File: src/rtl/regfile_sp.sv
// regfile_sp - general-purpose register file for the 8-bit MIPS datapath.
//
// Holds 2**ADDR_W registers of WIDTH bits. One of them (SP_IDX) is the stack
// pointer. Port 3 writes it like any other register. The push/pop inputs also
// step it in hardware, and those steps are bounds-checked.
//
// Ports
//   clk       in   1       rising-edge clock
//   rst       in   1       asynchronous active-high reset
//   wr_en3    in   1       write enable, port 3
//   wr_addr3  in   ADDR_W  write address, port 3
//   wr_d3     in   WIDTH   write data, port 3
//   rd_addr1  in   ADDR_W  read address, port 1
//   rd_d1     out  WIDTH   read data, port 1 (combinational)
//   rd_addr2  in   ADDR_W  read address, port 2
//   rd_d2     out  WIDTH   read data, port 2 (combinational)
//   sp_push   in   1       decrement SP
//   sp_pop    in   1       increment SP
//   sp_out    out  WIDTH   current SP register value
//   sp_err    out  1       one-cycle pulse after a rejected push/pop
module regfile_sp #(
  parameter int               WIDTH    = 8,
  parameter int               ADDR_W   = 2,
  parameter int               SP_IDX   = 3,
  parameter logic [WIDTH-1:0] SP_RESET = 8'hFF,
  parameter logic [WIDTH-1:0] SP_LIMIT = 8'h00,
  parameter bit               ZERO_REG = 1'b0,
  parameter bit               BYPASS   = 1'b1
) (
  input  logic              clk,
  input  logic              rst,
  input  logic              wr_en3,
  input  logic [ADDR_W-1:0] wr_addr3,
  input  logic [WIDTH-1:0]  wr_d3,
  input  logic [ADDR_W-1:0] rd_addr1,
  output logic [WIDTH-1:0]  rd_d1,
  input  logic [ADDR_W-1:0] rd_addr2,
  output logic [WIDTH-1:0]  rd_d2,
  input  logic              sp_push,
  input  logic              sp_pop,
  output logic [WIDTH-1:0]  sp_out,
  output logic              sp_err
);

  localparam int                DEPTH = 2 ** ADDR_W;
  localparam logic [ADDR_W-1:0] SP_A  = ADDR_W'(SP_IDX);

  logic [WIDTH-1:0] regs [DEPTH];
  logic             wr_ok;
  logic             sp_wr;

  // Read mux. The hard-zero check comes before the bypass, so a write to r0
  // that is in flight never shows up on a read port.
  function automatic logic [WIDTH-1:0] read_port(
    input logic [ADDR_W-1:0] addr,
    input logic [WIDTH-1:0]  stored,
    input logic              wen,
    input logic [ADDR_W-1:0] waddr,
    input logic [WIDTH-1:0]  wdata
  );
    if (ZERO_REG && addr == '0) return '0;
    if (BYPASS && wen && waddr == addr) return wdata;
    return stored;
  endfunction

  // Drop writes that target the hard-zero register.
  assign wr_ok = wr_en3 && !(ZERO_REG && wr_addr3 == '0);
  // A port-3 write to SP takes priority over push/pop on the same edge.
  assign sp_wr = wr_en3 && (wr_addr3 == SP_A);

  assign rd_d1  = read_port(rd_addr1, regs[rd_addr1], wr_en3, wr_addr3, wr_d3);
  assign rd_d2  = read_port(rd_addr2, regs[rd_addr2], wr_en3, wr_addr3, wr_d3);
  assign sp_out = regs[SP_A];

  always_ff @(posedge clk or posedge rst) begin
    if (rst) begin
      for (int i = 0; i < DEPTH; i++) regs[i] <= (i == SP_IDX) ? SP_RESET : '0;
      sp_err <= 1'b0;
    end else begin
      sp_err <= 1'b0;
      if (wr_ok) regs[wr_addr3] <= wr_d3;
      // Push and pop together cancel. The bounds are tested by equality only,
      // so an SP that was written outside the range can still step.
      if (!sp_wr && (sp_push ^ sp_pop)) begin
        if (sp_push) begin
          if (regs[SP_A] == SP_LIMIT) sp_err <= 1'b1;
          else                        regs[SP_A] <= regs[SP_A] - WIDTH'(1);
        end else begin
          if (regs[SP_A] == SP_RESET) sp_err <= 1'b1;
          else                        regs[SP_A] <= regs[SP_A] + WIDTH'(1);
        end
      end
    end
  end

endmodule

File: config.mk
export PLATFORM = sky130hd
export DESIGN_NAME = regfile_sp
export DESIGN_NICKNAME = d
export VERILOG_FILES = /design/src/rtl/regfile_sp.sv
export SDC_FILE = /design/constraint.sdc
export NUM_CORES = 1
export LEC_CHECK = 0
export BUFFER_PORTS_ARGS = -buffer_cell sky130_fd_sc_hd__buf_2
export CAP_MARGIN = 20
export CORE_MARGIN = 1
export CORE_UTILIZATION = 57
export CTS_CLUSTER_DIAMETER = 200
export DETAILED_ROUTE_END_ITERATION = 10
export PLACE_DENSITY = 0.81
export SLEW_MARGIN = 20
export SYNTH_ARGS = -nofsm -noshare
export SYNTH_HDL_FRONTEND = slang
export SYNTH_SLANG_ARGS = --single-unit
File: constraint.sdc
create_clock -name clk -period 2.85 [get_ports clk]
set_input_delay 0.57 -clock clk [delete_from_list [all_inputs] [get_ports clk]]
set_output_delay 0.57 -clock clk [all_outputs]
set_load 0.005 [all_outputs]
==> impl_metrics.tcl, run 1 <==
set metrics [dict create \
    max_stage_delay_ns 0.42 \
    syn-instance-count 223 \
    ant_nets 0 \
    ff2ff_setup_slack_ns 0.55 \
    drive_gt1_share_pct 48.0 \
    drtIter0Drc 210 \
    grtUsageTotal_pct 28.8 \
    wl_per_cell_um 19.5 \
    synth-main-ff-cell "dfrtp_1" \
    leakagePower_nw 1.18 \
    path_buf_inv 2 \
    crit_type "input port to primary output" \
    yosys_warnings 0 \
    cts.reportedPaths.clkPinSlew_ns 0.07 \
    layout.nets 271 \
    rsz0062_at_grt "no" \
    yosysUniqueCellTypes 48 \
    fillers 321 \
    worst_path_most_repeated_cell "buf_2" \
    hold_viol 0 \
    holdWs_ns 0.357 \
    synth.area.top_cells "dfrtp_1 25%, mux2_2 18%, mux4_2 11%" \
    maxCapViolations 0 \
    synthTopCellsByCount "40 x mux2_2, 25 x dfrtp_1, 14 x nand2_1, 12 x mux4_2, 10 x nand3_1" \
    grt_pass1_vias 1888 \
    period_share_pct 88.1 \
    ys_seq_area_share_pct 32.8 \
    regArea_um2 836 \
    grt_max_degree 34 \
    place_congestion 0.878 \
    dr.pass1.iters 4 \
    synth-edff-count 0 \
    crit_start "rd_addr1[0]" \
    syn-cell-area_um2 2550 \
    cp_slowest_cell "mux2_2" \
    ir_worst_vdd_v 0.000397 \
    drv_slew 0 \
    fmax_ghz 0.398 \
    async_reset_ff_share_pct 100 \
    setup_violations 0 \
    cts_tree "built" \
    grt_pass1_wl_um 9620 \
    arrival_ns 1.94 \
    r2r_start "sp_out[1]" \
    period_needed_ns 2.51 \
    syn-num-nets 245 \
    synth.most_common_cell "mux2_2" \
    ys_seq_elements 33 \
    n_antenna_cell 0 \
    cp-start-kind "input port" \
    row_count 23 \
    multi_input_area_um2 1550 \
    yosysTopAreaCell "dfrtp_1" \
    crit_fanout 9 \
    place_area_um2 2690 \
    synth.top_cell.area_share_pct 24.6 \
    chipHeight_um 68.9 \
    initial_core_util_pct 61.5 \
    clock_path_buffers 2 \
    htree_levels 2 \
    die_x_um 68.9 \
    via_count 1969 \
    dp_slack_ns 0.324 \
    hold_path.class "input port to asynchronous set/reset pin" \
    layout_setup_ws_ns 0.339 \
    antenna_found_initial 0 \
    wl_um 5850 \
    core_um2 4140 \
    finalClockSkew_ns 0.00990 \
    io_buffers 43 \
    drc 0 \
    die_area_um2 4740 \
    fin_tns_setup_ns 0 \
    syn_area_per_cell_um2 11.4 \
    clk-insertion-delay-late_ns 0.29 \
    end_kind "primary output" \
    synthToLayoutAreaGrowth_pct 9.68 \
    grt_remaining_overflow 0 \
    hold_buffers 0 \
    post_cts_buffers 0 \
    cpLargestDelayFamily "multiplexers" \
    worst_slew_pin_slew_ns 0.751 \
    cts_buffers 5 \
    status "completed" \
    cp_cell_sequence "buf_2 > xnor2_1 > nand3_1 > mux2_2 > buf_2" \
    place_hpwl_um 4120 \
    cts.sinks 33 \
    clockRootBuffer "clkbuf_8" \
    crit_required_ns 2.28 \
    max_slew_margin_pct 49.8 \
    powerDensity_nw_per_um2 728 \
    num_io_pins 44 \
    cts_resized 0 \
    final_design_area_no_fill_um2 2790 \
    vias_per_cell 6.56 \
    total_power_mw 2.03 \
]
==> metrics by stage <==
step,utilization [%],instances
global placement,65.0,292
global route,67.4,300
detailed placement,65.0,292
finish,67.4,300
CTS,67.4,300
floorplan,-,223
==> registers in the layout, summed over array words and instances, names as in the netlist <==
name,cells
regs,24
sp_err,1
sp_out,8
==> routing by layer <==
metal	track usage (%)	routed length, um	vias to the layer above	part of all wire, %
met4	7.65	59	0	1.0
met5	0	0	-	0
met1	40.7	2620	981	45
met3	4.93	338	7	5.8
met2	45.8	2840	72	48
li1	-	-	909	-
==> cells in the final DEF, fill, tap and decap left out, drive strengths merged, types with 4 or more instances in the layout <==
cell type	n
xnor2	5
o21ai	5
mux2i	4
dfstp	8
clkbuf	7
nand2	14
inv	5
mux4	16
a21oi	7
nand3	11
and3	5
buf	44
mux2	40
dfrtp	25
o211ai	5
==> path summary, 6_finish.rpt <==
path / endpoint / depth (start not counted)
min reg2reg: regs[10] / 1
min in group clk: regs[10] / 1
min: regs[15] / 3
max in group asynchronous: sp_out[0] / 3
max: rd_d1[2] / 5
max reg2reg: sp_out[0] / 6
==> cells by family (layout without fill, tap and decap cells) <==
family,Yosys count,after routing,share of synthesized area (%)
compound gates,33,33,9.38
xor+xnor,7,7,2.41
fa+ha+maj,3,3,1.47
buf+inv,30,57,6.24
flops,33,33,32.8
mux,60,60,34.0
simple gates,57,57,13.7
==> power breakdown <==
group,total (mW),internal [mW],switching (mW)
registers,0.855,0.624,0.231
clock network,0.390,0.218,0.171
logic,0.790,0.452,0.339
total,2.03,1.29,0.741
==> worst register-to-register path: stages (launching register included) <==
cell	delay (ns)
dfstp_2	0.44
inv_1	0.15
ha_1	0.19
nor3b_1	0.63
nand3_1	0.31
and3_1	0.27
o211ai_1	0.21
==> area by class of cell <==
| cell class | instances | area share (%) |
|---|---|---|
| clock buffer | 7 | 3.45 |
| clock inverter | 1 | 0.179 |
| inverter | 5 | 0.672 |
| multi-input combinational | 160 | 55.6 |
| sequential | 33 | 29.9 |
| tap | 50 | 2.24 |
| timing repair buffer | 44 | 7.97 |
(Power assumes the default switching activity.)
==> run 2: changes to the inputs <==
BUFFER_PORTS_ARGS = not set   (was -buffer_cell sky130_fd_sc_hd__buf_2)
CORE_UTILIZATION = 60   (was 57)
DONT_BUFFER_PORTS = 1   (was not set)
PLACE_DENSITY = 0.76   (was 0.81)
==> impl_metrics.tcl, run 2 (synthesized netlist as in run 1, its figures left out) <==
set metrics [dict create \
    grtUsageTotal_pct 30.9 \
    cts.reportedPaths.clkPinSlew_ns 0.07 \
    io_buffers 0 \
    dr.pass1.iters 4 \
    ir_worst_vdd_v 0.000422 \
    largest-register "regs" \
    status "completed" \
    layout.nets 228 \
    regArea_um2 836 \
    drtIter0Drc 174 \
    arrival_ns 2.43 \
    initial_core_util_pct 63.2 \
    wl_per_cell_um 23.8 \
    hold_viol 0 \
    cts_buffers 5 \
    post_cts_buffers 0 \
    cts.sinks 33 \
    row_count 23 \
    dp_slack_ns 0.682 \
    wl_um 6120 \
    antenna_found_initial 0 \
    fillers 322 \
    drc 0 \
    setup_violations 0 \
    grt_pass1_vias 1940 \
    leakagePower_nw 0.996 \
    hold_path.class "input port to asynchronous set/reset pin" \
    grt_remaining_overflow 0 \
    period_needed_ns 2.23 \
    multi_input_area_um2 1550 \
    period_share_pct 78.1 \
    end_kind "flip-flop" \
    die_area_um2 4510 \
    place_hpwl_um 4360 \
    fmax_ghz 0.449 \
    clockRootBuffer "clkbuf_8" \
    worst_slew_pin_slew_ns 0.840 \
    clk-insertion-delay-late_ns 0.28 \
    largest_register_ffs 24 \
    cts_tree "built" \
    rsz0062_at_grt "no" \
    htree_levels 2 \
    mostFrequentLayoutCell "mux2_2" \
    drive_gt1_share_pct 36.7 \
    crit_required_ns 3.05 \
    n_antenna_cell 0 \
    finalClockSkew_ns 0.00268 \
    fin_tns_setup_ns 0 \
    via_count 1881 \
    max_slew_margin_pct 43.8 \
    powerDensity_nw_per_um2 727 \
    grt_pass1_wl_um 10000 \
    crit_type "flip-flop to flip-flop" \
    chipHeight_um 67.2 \
    clock_path_buffers 2 \
    final_cell_mix "40 x mux2_2, 25 x dfrtp_1, 14 x nand2_1, 12 x mux4_2, 10 x nand3_1" \
    die_x_um 67.2 \
    ant_nets 0 \
    cp-start-kind "flip-flop" \
    core_um2 4030 \
    place_congestion 1.02 \
    vias_per_cell 7.32 \
    maxCapViolations 0 \
    drv_slew 0 \
    crit_fanout 12 \
    cts_resized 0 \
    hold_buffers 0 \
    num_io_pins 44 \
    synthToLayoutAreaGrowth_pct 0.491 \
    layout_setup_ws_ns 0.624 \
    holdWs_ns 0.208 \
    grt_max_degree 22 \
]
-- run 2: changes by cell type in the layout (fill, tap and decap cells not counted), sizes merged --
cell / change
buf: -43
clkinv: +1
clkbuf: -1
-- run 2: through the flow --
| stage | power [mW] | util, % | instance area (um^2) | std cells |
|---|---|---|---|---|
| global route | 1.98 | 63.5 | 2560 | 257 |
| CTS | 1.86 | 63.5 | 2560 | 257 |
| finish | 1.86 | 63.5 | 2560 | 257 |
| detailed placement | 1.51 | 61.5 | 2480 | 249 |
| global placement | 1.48 | 61.5 | 2480 | 249 |
| floorplan | 1.44 | - | 2550 | 223 |
-- run 2: per-layer routing --
layer	global-route usage (%)	part of all wire, %	vias up	wire, um
li1	-	-	827	-
met1	42.3	40	948	2470
met2	49.3	50	95	3050
met3	6.59	8.2	11	503
met4	9.84	1.4	0	86
met5	0	0	-	0
-- run 2: layout make-up --
class / count / share of cell area (%)
flip-flops and latches: 33 / 32.6
well taps: 50 / 2.44
clock buffers: 6 / 2.83
inverters: 5 / 0.733
multi-input cells: 160 / 60.7
repair buffers: 1 / 0.293
clock inverters: 2 / 0.391
-- run 2: worst paths after layout --
path	startpoint	endpoint	slack [ns]	cells after the start
worst max-delay path	sp_out[1]	sp_out[0]	0.62	6
worst min-delay path	rst	regs[12]	0.21	1
worst max register to register	sp_out[1]	sp_out[0]	0.62	6
worst min register to register	regs[27]	regs[27]	0.53	1
max in group asynchronous	rst	sp_out[1]	1.91	2
min in group clk	wr_d3[0]	sp_out[0]	0.41	2
-- run 2: critical path, stage by stage (launching register included) --
cell	delay (ns)
dfstp_2	0.44
inv_1	0.14
ha_1	0.19
nor3b_1	0.57
nand3_1	0.33
and3_1	0.28
o211ai_1	0.19
-- run 2: report_power, final --
group / total [mW] / internal, mW / switching (mW) / leakage [nW]
Sequential: 0.869 / 0.625 / 0.245 / 0.382
Combinational: 0.654 / 0.373 / 0.281 / 0.570
Clock: 0.339 / 0.169 / 0.170 / 0.0450
